===== src/rtl/serial_subtractor_pkg.sv =====
// serial_subtractor_pkg
// Shared definitions for the bit-serial subtractor.
//   state_t    : FSM state encoding (IDLE=0, SHIFT=1, DONE=2)
//   cnt_width  : width of the bit counter for a given operand width
package serial_subtractor_pkg;

    typedef enum logic [1:0] {
        IDLE  = 2'd0,
        SHIFT = 2'd1,
        DONE  = 2'd2
    } state_t;

    // The counter only has to reach w-1, so $clog2(w) bits are enough.
    // The floor of 1 keeps the counter a legal vector for tiny widths.
    function automatic int cnt_width(input int w);
        return (w < 2) ? 1 : $clog2(w);
    endfunction

endpackage


===== src/rtl/serial_subtractor_if.sv =====
// serial_subtractor_if
// Request/result bundle of the bit-serial subtractor.
//   start, a, b, bin          : request side (driven by master)
//   busy, done, diff, bout,
//   overflow                  : status/result side (driven by slave)
// Modports: master = requester, slave = subtractor.
interface serial_subtractor_if #(
    parameter int WIDTH = 8
);
    logic             start;
    logic [WIDTH-1:0] a;
    logic [WIDTH-1:0] b;
    logic             bin;
    logic             busy;
    logic             done;
    logic [WIDTH-1:0] diff;
    logic             bout;
    logic             overflow;

    modport master (
        output start, a, b, bin,
        input  busy, done, diff, bout, overflow
    );

    modport slave (
        input  start, a, b, bin,
        output busy, done, diff, bout, overflow
    );
endinterface


===== src/rtl/serial_subtractor_cell.sv =====
// serial_subtractor_cell
// Combinational 1-bit full subtractor: d = m - n - bin.
//   m    : minuend bit
//   n    : subtrahend bit
//   bin  : borrow in
//   d    : difference bit
//   bout : borrow out
module serial_subtractor_cell
    import serial_subtractor_pkg::*;
(
    input  logic m,
    input  logic n,
    input  logic bin,
    output logic d,
    output logic bout
);

    assign d    = m ^ n ^ bin;
    assign bout = (~m & n) | (~m & bin) | (n & bin);

endmodule


===== src/rtl/serial_subtractor.sv =====
// serial_subtractor
// Bit-serial subtractor computing diff = a - b - bin, LSB first, one bit
// per clock through a single full-subtractor cell.
//   clk   : rising-edge clock
//   rst_n : asynchronous active-low reset
//   bus   : slave side of serial_subtractor_if
//           (start/a/b/bin in; busy/done/diff/bout/overflow out)
// done pulses for one cycle WIDTH edges after the accepting edge; the
// result outputs hold until the next accepted request.
module serial_subtractor
    import serial_subtractor_pkg::*;
#(
    parameter int WIDTH = 8
) (
    input  logic                clk,
    input  logic                rst_n,
    serial_subtractor_if.slave  bus
);

    localparam int CW = cnt_width(WIDTH);
    localparam logic [CW-1:0] LAST = CW'(WIDTH - 1);

    state_t            state_q;
    state_t            state_d;
    logic [CW-1:0]     cnt_q;
    logic [WIDTH-1:0]  a_sr;
    logic [WIDTH-1:0]  b_sr;
    logic [WIDTH-2:0]  res_sr;
    logic              borrow_q;
    logic              a_msb_q;
    logic              b_msb_q;
    logic [WIDTH-1:0]  diff_q;
    logic              bout_q;
    logic              ovf_q;

    logic              cell_d;
    logic              cell_bout;
    logic              accept;
    logic              last_bit;
    logic [WIDTH-1:0]  res_next;

    serial_subtractor_cell subtractor (
        .m    (a_sr[0]),
        .n    (b_sr[0]),
        .bin  (borrow_q),
        .d    (cell_d),
        .bout (cell_bout)
    );

    assign accept   = (state_q == IDLE) && bus.start;
    assign last_bit = (state_q == SHIFT) && (cnt_q == LAST);

    // New difference bit enters at the MSB; after the last bit the whole
    // vector is the finished result.
    assign res_next = {cell_d, res_sr};

    always_ff @(posedge clk or negedge rst_n) begin
        if (!rst_n) begin
            state_q <= IDLE;
        end else begin
            state_q <= state_d;
        end
    end

    always_comb begin
        state_d = state_q;
        case (state_q)
            IDLE:    if (bus.start) state_d = SHIFT;
            SHIFT:   if (cnt_q == LAST) state_d = DONE;
            DONE:    state_d = IDLE;
            default: state_d = IDLE;
        endcase
    end

    // Operand MSBs are kept aside because the shift registers lose them,
    // and the overflow rule is stated on the captured operands.
    always_ff @(posedge clk or negedge rst_n) begin
        if (!rst_n) begin
            cnt_q    <= '0;
            a_sr     <= '0;
            b_sr     <= '0;
            res_sr   <= '0;
            borrow_q <= 1'b0;
            a_msb_q  <= 1'b0;
            b_msb_q  <= 1'b0;
            diff_q   <= '0;
            bout_q   <= 1'b0;
            ovf_q    <= 1'b0;
        end else if (accept) begin
            a_sr     <= bus.a;
            b_sr     <= bus.b;
            borrow_q <= bus.bin;
            cnt_q    <= '0;
            a_msb_q  <= bus.a[WIDTH-1];
            b_msb_q  <= bus.b[WIDTH-1];
        end else if (state_q == SHIFT) begin
            a_sr     <= a_sr >> 1;
            b_sr     <= b_sr >> 1;
            res_sr   <= res_next[WIDTH-1:1];
            borrow_q <= cell_bout;
            cnt_q    <= cnt_q + 1'b1;
            if (last_bit) begin
                diff_q <= res_next;
                bout_q <= cell_bout;
                ovf_q  <= (a_msb_q ^ b_msb_q) & (cell_d ^ a_msb_q);
            end
        end
    end

    assign bus.busy     = (state_q != IDLE);
    assign bus.done     = (state_q == DONE);
    assign bus.diff     = diff_q;
    assign bus.bout     = bout_q;
    assign bus.overflow = ovf_q;

endmodule


===== src/flat_wrapper.sv =====
// flat-port wrapper written by rule: the top's interface ports become plain ports
module serial_subtractor_flat import serial_subtractor_pkg::*;
#(
    parameter int WIDTH = 8
)
  (clk, rst_n, bus_start, bus_a, bus_b, bus_bin, bus_busy, bus_done, bus_diff, bus_bout, bus_overflow);
  serial_subtractor_if #(.WIDTH(WIDTH)) bus_i ();
  input  logic clk;
  input  logic rst_n;
  input wire logic [$bits(bus_i.start)-1:0] bus_start;
  input wire logic [$bits(bus_i.a)-1:0] bus_a;
  input wire logic [$bits(bus_i.b)-1:0] bus_b;
  input wire logic [$bits(bus_i.bin)-1:0] bus_bin;
  output wire logic [$bits(bus_i.busy)-1:0] bus_busy;
  output wire logic [$bits(bus_i.done)-1:0] bus_done;
  output wire logic [$bits(bus_i.diff)-1:0] bus_diff;
  output wire logic [$bits(bus_i.bout)-1:0] bus_bout;
  output wire logic [$bits(bus_i.overflow)-1:0] bus_overflow;
  assign bus_i.start = bus_start;
  assign bus_i.a = bus_a;
  assign bus_i.b = bus_b;
  assign bus_i.bin = bus_bin;
  assign bus_busy = bus_i.busy;
  assign bus_done = bus_i.done;
  assign bus_diff = bus_i.diff;
  assign bus_bout = bus_i.bout;
  assign bus_overflow = bus_i.overflow;
  serial_subtractor #(.WIDTH(WIDTH)) u_core (.clk(clk), .rst_n(rst_n), .bus(bus_i));
endmodule

===== config.mk =====
export PLATFORM = sky130hd
export DESIGN_NAME = serial_subtractor_flat
export DESIGN_NICKNAME = d
export VERILOG_FILES = /design/src/rtl/serial_subtractor_pkg.sv /design/src/rtl/serial_subtractor_if.sv /design/src/rtl/serial_subtractor_cell.sv /design/src/rtl/serial_subtractor.sv /design/src/flat_wrapper.sv
export SDC_FILE = /design/constraint.sdc
export NUM_CORES = 1
export LEC_CHECK = 0
export BUFFER_PORTS_ARGS = -buffer_cell sky130_fd_sc_hd__buf_2
export CAP_MARGIN = 20
export CELL_PAD_IN_SITES_DETAIL_PLACEMENT = 0
export CELL_PAD_IN_SITES_GLOBAL_PLACEMENT = 1
export CORE_ASPECT_RATIO = 0.7
export CORE_MARGIN = 5
export CORE_UTILIZATION = 38
export DETAILED_ROUTE_END_ITERATION = 8
export GPL_ROUTABILITY_DRIVEN = 0
export PLACE_DENSITY = 0.85
export SYNTH_ARGS = -nofsm -noshare
export SYNTH_HDL_FRONTEND = slang
export SYNTH_SLANG_ARGS = --single-unit

===== constraint.sdc =====
create_clock -name clk -period 1.35 [get_ports clk]
set_clock_uncertainty 0.05 [all_clocks]
set_input_delay 0 -clock clk [delete_from_list [all_inputs] [get_ports clk]]
set_output_delay 0 -clock clk [all_outputs]
set_load 0.02 [all_outputs]

==> reports/results.tsv, run 1 <==
stage	metric	value	unit
floorplanning	DIE WIDTH	91.47	um
critical_path	r2r endpoint	u_core.bus.overflow$_DFFE_PN0P_	
pwr	PD cells	2247	nW/um^2
drt	DR pass1 iterations	4	
critical_path	Reg2Reg Setup Slack	-120	ps
place	Placed Area	2090	um^2
synth	Synth Flop Type	dfrtp_1	
timing	period utilisation layout	108.6	%
hold_path	HP Start	bus_start	
critical_path	WS Path Type	flip-flop to flip-flop	
final_layout	# diodes	0	
final_layout	final core utilization	57.16	%
floorplanning	Site Rows	20	
hold_path	Worst Hold Depth	4	
synth	cell taking the most area after synthesis	dfrtp_1	
clock_tree	Clock Sinks	41	
critical_path	delay-heaviest family, CP	adder cells	
critical_path	Startpoint Class	flip-flop	
pwr	leakage	1.280	nW
critical_path	Worst Path Max Fanout	4	
floorplanning	Initial Utilization	40.09	%
critical_path	reg2reg path depth	4	
grt	total global-route track usage	14.25	%
synth	Syn Nets	177	
clock_tree	clock tree buffer depth	2	
clock_tree	total CTS buffers	5	
floorplanning	Ports	32	
synth	sequential fraction of the synthesis area	58.11	%
synth	EDFF count, synth	0	
grt	largest net degree at the start of global routing	26	
hold_path	Worst Hold Class	input pin to flip-flop	
synth	most common cell in the netlist	nand2_1	
timing	Fin. Hold Viols	0	
critical_path	Critical Path Source	u_core.borrow_q$_DFFE_PN0P_	
clock_tree	Root Buffer	clkbuf_8	
grt	vias in the first global route	1422	
synth	Yosys warnings	0	
critical_path	CP cell instances	fa_2 -> and3b_1 -> a21oi_1 -> o21ai_1	
grt	global-route wire length before repair	6789	um
clock_tree	Worst-path clk slew	70	ps
final_layout	fin area	2517	um^2
hold_path	Worst Hold End	u_core.borrow_q$_DFFE_PN0P_	
synth	Syn Inst Count	154	
drt	post-route ant nets	0	
drt	WL/cell	14.08	um
timing	final hold slack	60.77	ps
timing	worst slew pin tran	419.5	ps
synth	Synth top area share	58.11	%
floorplanning	core area	4404	um^2
pwr	total power	5.656	mW
synth	Commonest cells post-synth	nand2_1 (45), dfrtp_1 (41), o21ai_1 (13)	
clock_tree	H-tree depth	2	
critical_path	reg2reg start	u_core.borrow_q$_DFFE_PN0P_	
run_status	status	finished, violations left	
final_layout	number of nets in the final layout	248	
clock_tree	CTS tree	done	
timing	fmax	682.1	MHz
drt	vias	1354	
critical_path	delay of the slowest critical-path stage	610	ps
drt	vias per cell	4.819	
synth	#FFs+latches synth	41	
critical_path	CP endpoint kind	flip-flop	
drt	Detailed Route WL	3957	um
run_status	violated checks	setup timing	
final_layout	area grow syn2layout	42.59	%
timing	fin crit period	1466	ps
timing	max-slew violation count	0	
grt	global route overflow	0	
place	IO Port Bufs	31	
place	Placed Cells	248	
grt	initial antenna violation count	0	
critical_path	WP buf/inv	0	
critical_path	Slowest-stage cell, CP	fa_2	
final_layout	Post-Layout Cell Count	281	
floorplanning	die height	67.03	um
timing	RSZ-0062 raised after global routing	yes	
place	hpwl dp	2555	um
pwr	worst vdd ir	1.157	mV
floorplanning	DIE AREA	6130	um^2
synth	Syn Area/Cell	11.46	um^2
critical_path	Worst EP arrival	1630	ps
clock_tree	worst skew pair latency	300	ps
drt	drt first-iter violations	67	
timing	final-report setup violation count	11	
synth	Synth Cell Area	1765	um^2
synth	ys async rst share	100.0	%
final_layout	share of cells above drive strength 1	39.38	%
critical_path	CP Data Required Time	1520	ps
synth	synth top area cells	dfrtp_1 (58%), nand2_1 (9.6%), mux2i_1 (6.2%), mux2_4 (4.3%), o21ai_1 (3.7%)	
flow_run	Max Cap Viol	0	
drt	DRC violations left	0	
synth	Yosys cell types	25	
timing	setup ws final	-116.1	ps
timing	relative slew slack	72.03	%
==> metrics by stage <==
stage | setup TNS, ps | setup WS (ps)
3_5_place_dp | -743.2 | -125.3
2_1_floorplan | -313.8 | -54.18
3_3_place_gp | -480.8 | -95.30
5_1_grt | -886.4 | -191.9
4_1_cts | -475.6 | -123.1
6_report | -441.9 | -116.1
==> state kept, by name, summed over array words and instances, names as in the netlist <==
register / flops
u_core.bus.bout: 1
u_core.b_sr: 8
u_core.state_q: 2
u_core.a_msb_q: 1
u_core.b_msb_q: 1
u_core.a_sr: 8
u_core.cnt_q: 3
u_core.bus.diff: 8
u_core.borrow_q: 1
u_core.res_sr: 7
u_core.bus.overflow: 1
==> worst max path at each step <==
stage	slack [ps]	cells past startpoint	endpoint
detailed placement	-130	4	u_core.bus.overflow$_DFFE_PN0P_
global placement	-100	4	u_core.bus.overflow$_DFFE_PN0P_
global route	-190	4	u_core.bus.overflow$_DFFE_PN0P_
floorplan	-50	5	u_core.bus.bout$_DFFE_PN0P_
finish	-120	4	u_core.bus.overflow$_DFFE_PN0P_
CTS	-120	5	u_core.bus.overflow$_DFFE_PN0P_
==> final cells by class <==
class	count	area [um^2]
fillers	381	1887
flip-flops and latches	41	1028
multi-input cells	104	768.2
repair buffers	71	558.0
clock buffers	5	68.82
well taps	55	68.82
clock inverters	3	17.52
inverters	2	7.507
==> metal layers <==
metal  up-vias  part of all wire (%)  routed length (um)  track usage (%)
li1        663                     -                   -                -
met4         0                  0.81                  32            2.747
met2        22                    47                1870            22.14
met1       663                    48                1888            18.98
met5         -                     0                   0                0
met3         6                   4.2                 165            5.530
==> logic make-up (layout without fill, tap and decap cells) <==
logic type / after synthesis / after routing / share of synthesized area (%)
AND/OR/NAND/NOR: 53 / 54 / 13.39
flip-flops: 41 / 41 / 58.11
AO/OA/AOI/OAI: 26 / 26 / 8.646
multiplexers: 21 / 21 / 13.68
buffers and inverters: 10 / 81 / 3.614
adder cells (fa/ha/maj): 3 / 3 / 2.551
==> worst reg2reg max path: stages, from the launching register on <==
cell	delay (ps)
dfrtp_1	410
fa_2	610
and3b_1	160
a21oi_1	40
o21ai_1	130
==> power by group <==
group | switching [mW] | total, mW | internal (mW)
Combinational | 1.27 | 2.72 | 1.45
Sequential | 0.368 | 2.15 | 1.78
Clock | 0.432 | 0.788 | 0.357
Total | 2.07 | 5.66 | 3.59
==> cells in the final DEF (no fill, tap or decap), drive strengths merged <==
cell type,count
a21oi,1
nor2b,2
nand2,45
mux2i,11
dfrtp,41
clkbuf,5
nor3b,1
nand2b,1
nor2,1
inv,2
clkinv,2
ha,2
a22oi,4
nand3b,2
a22o,2
buf,53
o21ai,17
fa,1
mux2,10
or2,1
and3b,1
clkinvlp,1
dlygate4sd3,18
o21bai,2
==> repair_timing <==
action | 4_1_cts | 5_1_grt
buffers inserted | 3 | 4
pin swaps | 3 | 7
endpoints found under the setup margin | 24 | 30
cloned | 1 | 0
gates resized for setup | 16 | 17
hold endpoints to repair | 60 | 0
hold buffers | 18 | 0
No activity file was read; power rests on OpenSTA's default activity.
==> run 2: changes to the inputs <==
PLACE_DENSITY = default   (was 0.85)
PLACE_DENSITY_LB_ADDON = 0.1   (was default)
TNS_END_PERCENT = 20   (was default)
==> run 2 against run 1 <==
  * The run still ends with setup timing left
  * Sequential share of layout area increased by 0.37 points
  * Routed wire length decreased by 0.15%
  * Count of clock-buffer cells in the layout is 2 higher
  * Die area unchanged
  * Largest power group unchanged
  * Total power down 0.52%
  * Non-clock buffer count is 3 lower
  * Critical endpoint unchanged
  * Combinational power shrank 2%
  * Global-route usage decreased by 0.43 points
  * Core utilization is 0.51 points lower
==> reports/results.tsv, run 2 (synthesis results as in run 1) <==
stage	metric	value	unit
run_status	status	finished, violations left	
clock_tree	clock tree buffer depth	2	
pwr	Seq pwr share	38.3	%
final_layout	# diodes	0	
final_layout	share of cells above drive strength 1	35.59	%
final_layout	Post-Layout Cell Count	277	
drt	WL/cell	14.26	um
timing	fin crit period	1451	ps
clock_tree	H-tree depth	2	
drt	post-route ant nets	0	
floorplanning	Ports	32	
hold_path	Worst Hold Class	input pin to flip-flop	
pwr	worst vdd ir	1.208	mV
critical_path	delay-heaviest family, CP	adder cells	
floorplanning	die height	67.03	um
critical_path	Slowest-stage cell, CP	fa_1	
grt	initial antenna violation count	0	
floorplanning	core area	4404	um^2
place	hpwl dp	2538	um
final_layout	final core utilization	56.65	%
place	Placed Cells	243	
timing	relative slew slack	67.89	%
pwr	combinational power share	47.5	%
critical_path	WP buf/inv	1	
floorplanning	DIE WIDTH	91.47	um
critical_path	Startpoint Class	flip-flop	
floorplanning	DIE AREA	6130	um^2
clock_tree	total CTS buffers	5	
critical_path	Worst EP arrival	1580	ps
final_layout	Fill cells	383	
critical_path	WS Path Type	flip-flop to flip-flop	
drt	DRC violations left	0	
drt	vias per cell	4.892	
floorplanning	Initial Utilization	40.09	%
final_layout	number of nets in the final layout	245	
grt	global route overflow	0	
grt	total global-route track usage	13.82	%
final_layout	commonest cells after routing, fill and taps aside	nand2_1 (45), dfrtp_1 (39), buf_2 (30)	
grt	vias in the first global route	1371	
timing	Fin. Hold Viols	0	
place	IO Port Bufs	31	
pwr	switching part of the total power	35.99	%
clock_tree	Root Buffer	clkbuf_8	
pwr	PD cells	2255	nW/um^2
timing	setup ws final	-101.5	ps
pwr	Clk network pwr share	14.2	%
critical_path	Worst Path Max Fanout	3	
pwr	total power	5.626	mW
place	DP Worst Slack	-119.7	ps
clock_tree	Worst-path clk slew	70	ps
floorplanning	Site Rows	20	
clock_tree	Clock Sinks	41	
grt	global-route wire length before repair	6672	um
drt	DR pass1 iterations	4	
grt	largest net degree at the start of global routing	29	
pwr	Internal Power	3.601	mW
timing	fmax	688.9	MHz
critical_path	CP Data Required Time	1480	ps
drt	drt first-iter violations	61	
drt	Detailed Route WL	3951	um
final_layout	area grow syn2layout	41.32	%
critical_path	delay of the slowest critical-path stage	500	ps
critical_path	CP endpoint kind	flip-flop	
timing	final-report setup violation count	11	
clock_tree	worst skew pair latency	290	ps
run_status	violated checks	setup timing	
timing	RSZ-0062 raised after global routing	yes	
timing	max-slew violation count	0	
clock_tree	CTS tree	done	
final_layout	most common cell after layout, fill and taps aside	nand2_1	
pwr	leakage	1.269	nW
critical_path	CP cell instances	inv_2 -> fa_1 -> and3b_1 -> a21oi_2 -> o21ai_1	
flow_run	Max Cap Viol	0	
pwr	Sw Pwr	2.025	mW
drt	vias	1355	
timing	worst slew pin tran	481.7	ps
timing	period utilisation layout	107.5	%
run 2: changes by cell type in the layout (fill, tap and decap cells not counted), moves of 2 or more:
| cell | delta |
|---|---|
| nand2_2 | -3 |
| buf_6 | -3 |
| clkinv_2 | -2 |
| nand2_1 | +3 |
run 2: layout make-up:
type                            instances  area (um^2)  area share [%]
Sequential cell                        41         1028           41.22
Multi-Input combinational cell        104        762.0           30.54
Inverter                                2        7.507          0.3009
Timing Repair Buffer                   68        541.8           21.72
Clock buffer                            7        86.33           3.460
Tap cell                               55        68.82           2.758
run 2: path summary, 6_finish.rpt:
check                                              from                         endpoint  slack [ps]  cells after the start
min in group asynchronous                         rst_n       u_core.b_sr[6]$_DFFE_PN0P_         160                      2
setup / recovery             u_core.a_sr[0]$_DFFE_PN0P_  u_core.bus.overflow$_DFFE_PN0P_        -100                      5
setup reg to reg             u_core.a_sr[0]$_DFFE_PN0P_  u_core.bus.overflow$_DFFE_PN0P_        -100                      5
hold reg to reg            u_core.res_sr[4]$_DFFE_PN0P_     u_core.res_sr[3]$_DFFE_PN0P_         440                      2
hold / removal                                bus_start       u_core.a_sr[0]$_DFFE_PN0P_          40                      4
max in group asynchronous                         rst_n    u_core.state_q[0]$_DFFE_PN0P_         600                      3
run 2: timing repair:
action	4_1_cts	5_1_grt
hold buffers	18	0
pin swaps	4	5
gates resized for setup	10	14
setup buffers	1	6
endpoints found under the hold margin	60	0
setup endpoints to repair	19	35
gates cloned	1	1
run 2: layer usage:
metal  share of wire (%)  wire, um  global-route usage, %  vias to the layer above
met5                   0         0                      0                        -
met4                0.89        35                  4.396                        0
met3                 5.1       202                  4.289                        5
met2                  45      1796                  21.88                       28
met1                  48      1916                  18.10                      665
li1                    -         -                      -                      657
run 2: power by group through the flow:
stage / sequential, mW / combinational, mW / clock, mW
final: 2.15 / 2.67 / 0.800
after global routing: 2.22 / 2.96 / 0.880
after CTS: 2.15 / 2.34 / 0.831
after detailed placement: 2.16 / 2.17 / 0
after global placement: 2.13 / 2.11 / 0
after floorplan: 2.25 / 1.37 / 0
run 2: worst min-delay path, cell delays in order:
cell and delay, ps:
buf_2 120, o21bai_4 100, nand2_1 80, nand2_1 40
run 2: metrics by stage:
step	setup TNS [ps]	area (um^2)	hold WS, ps
finish	-497.2	2495	37.29
global placement	-475.3	2064	-76.66
global route	-1033	2495	41.18
CTS	-529.4	2379	142.1
detailed placement	-1054	2064	-64.98
floorplan	-317.1	1789	-345.6
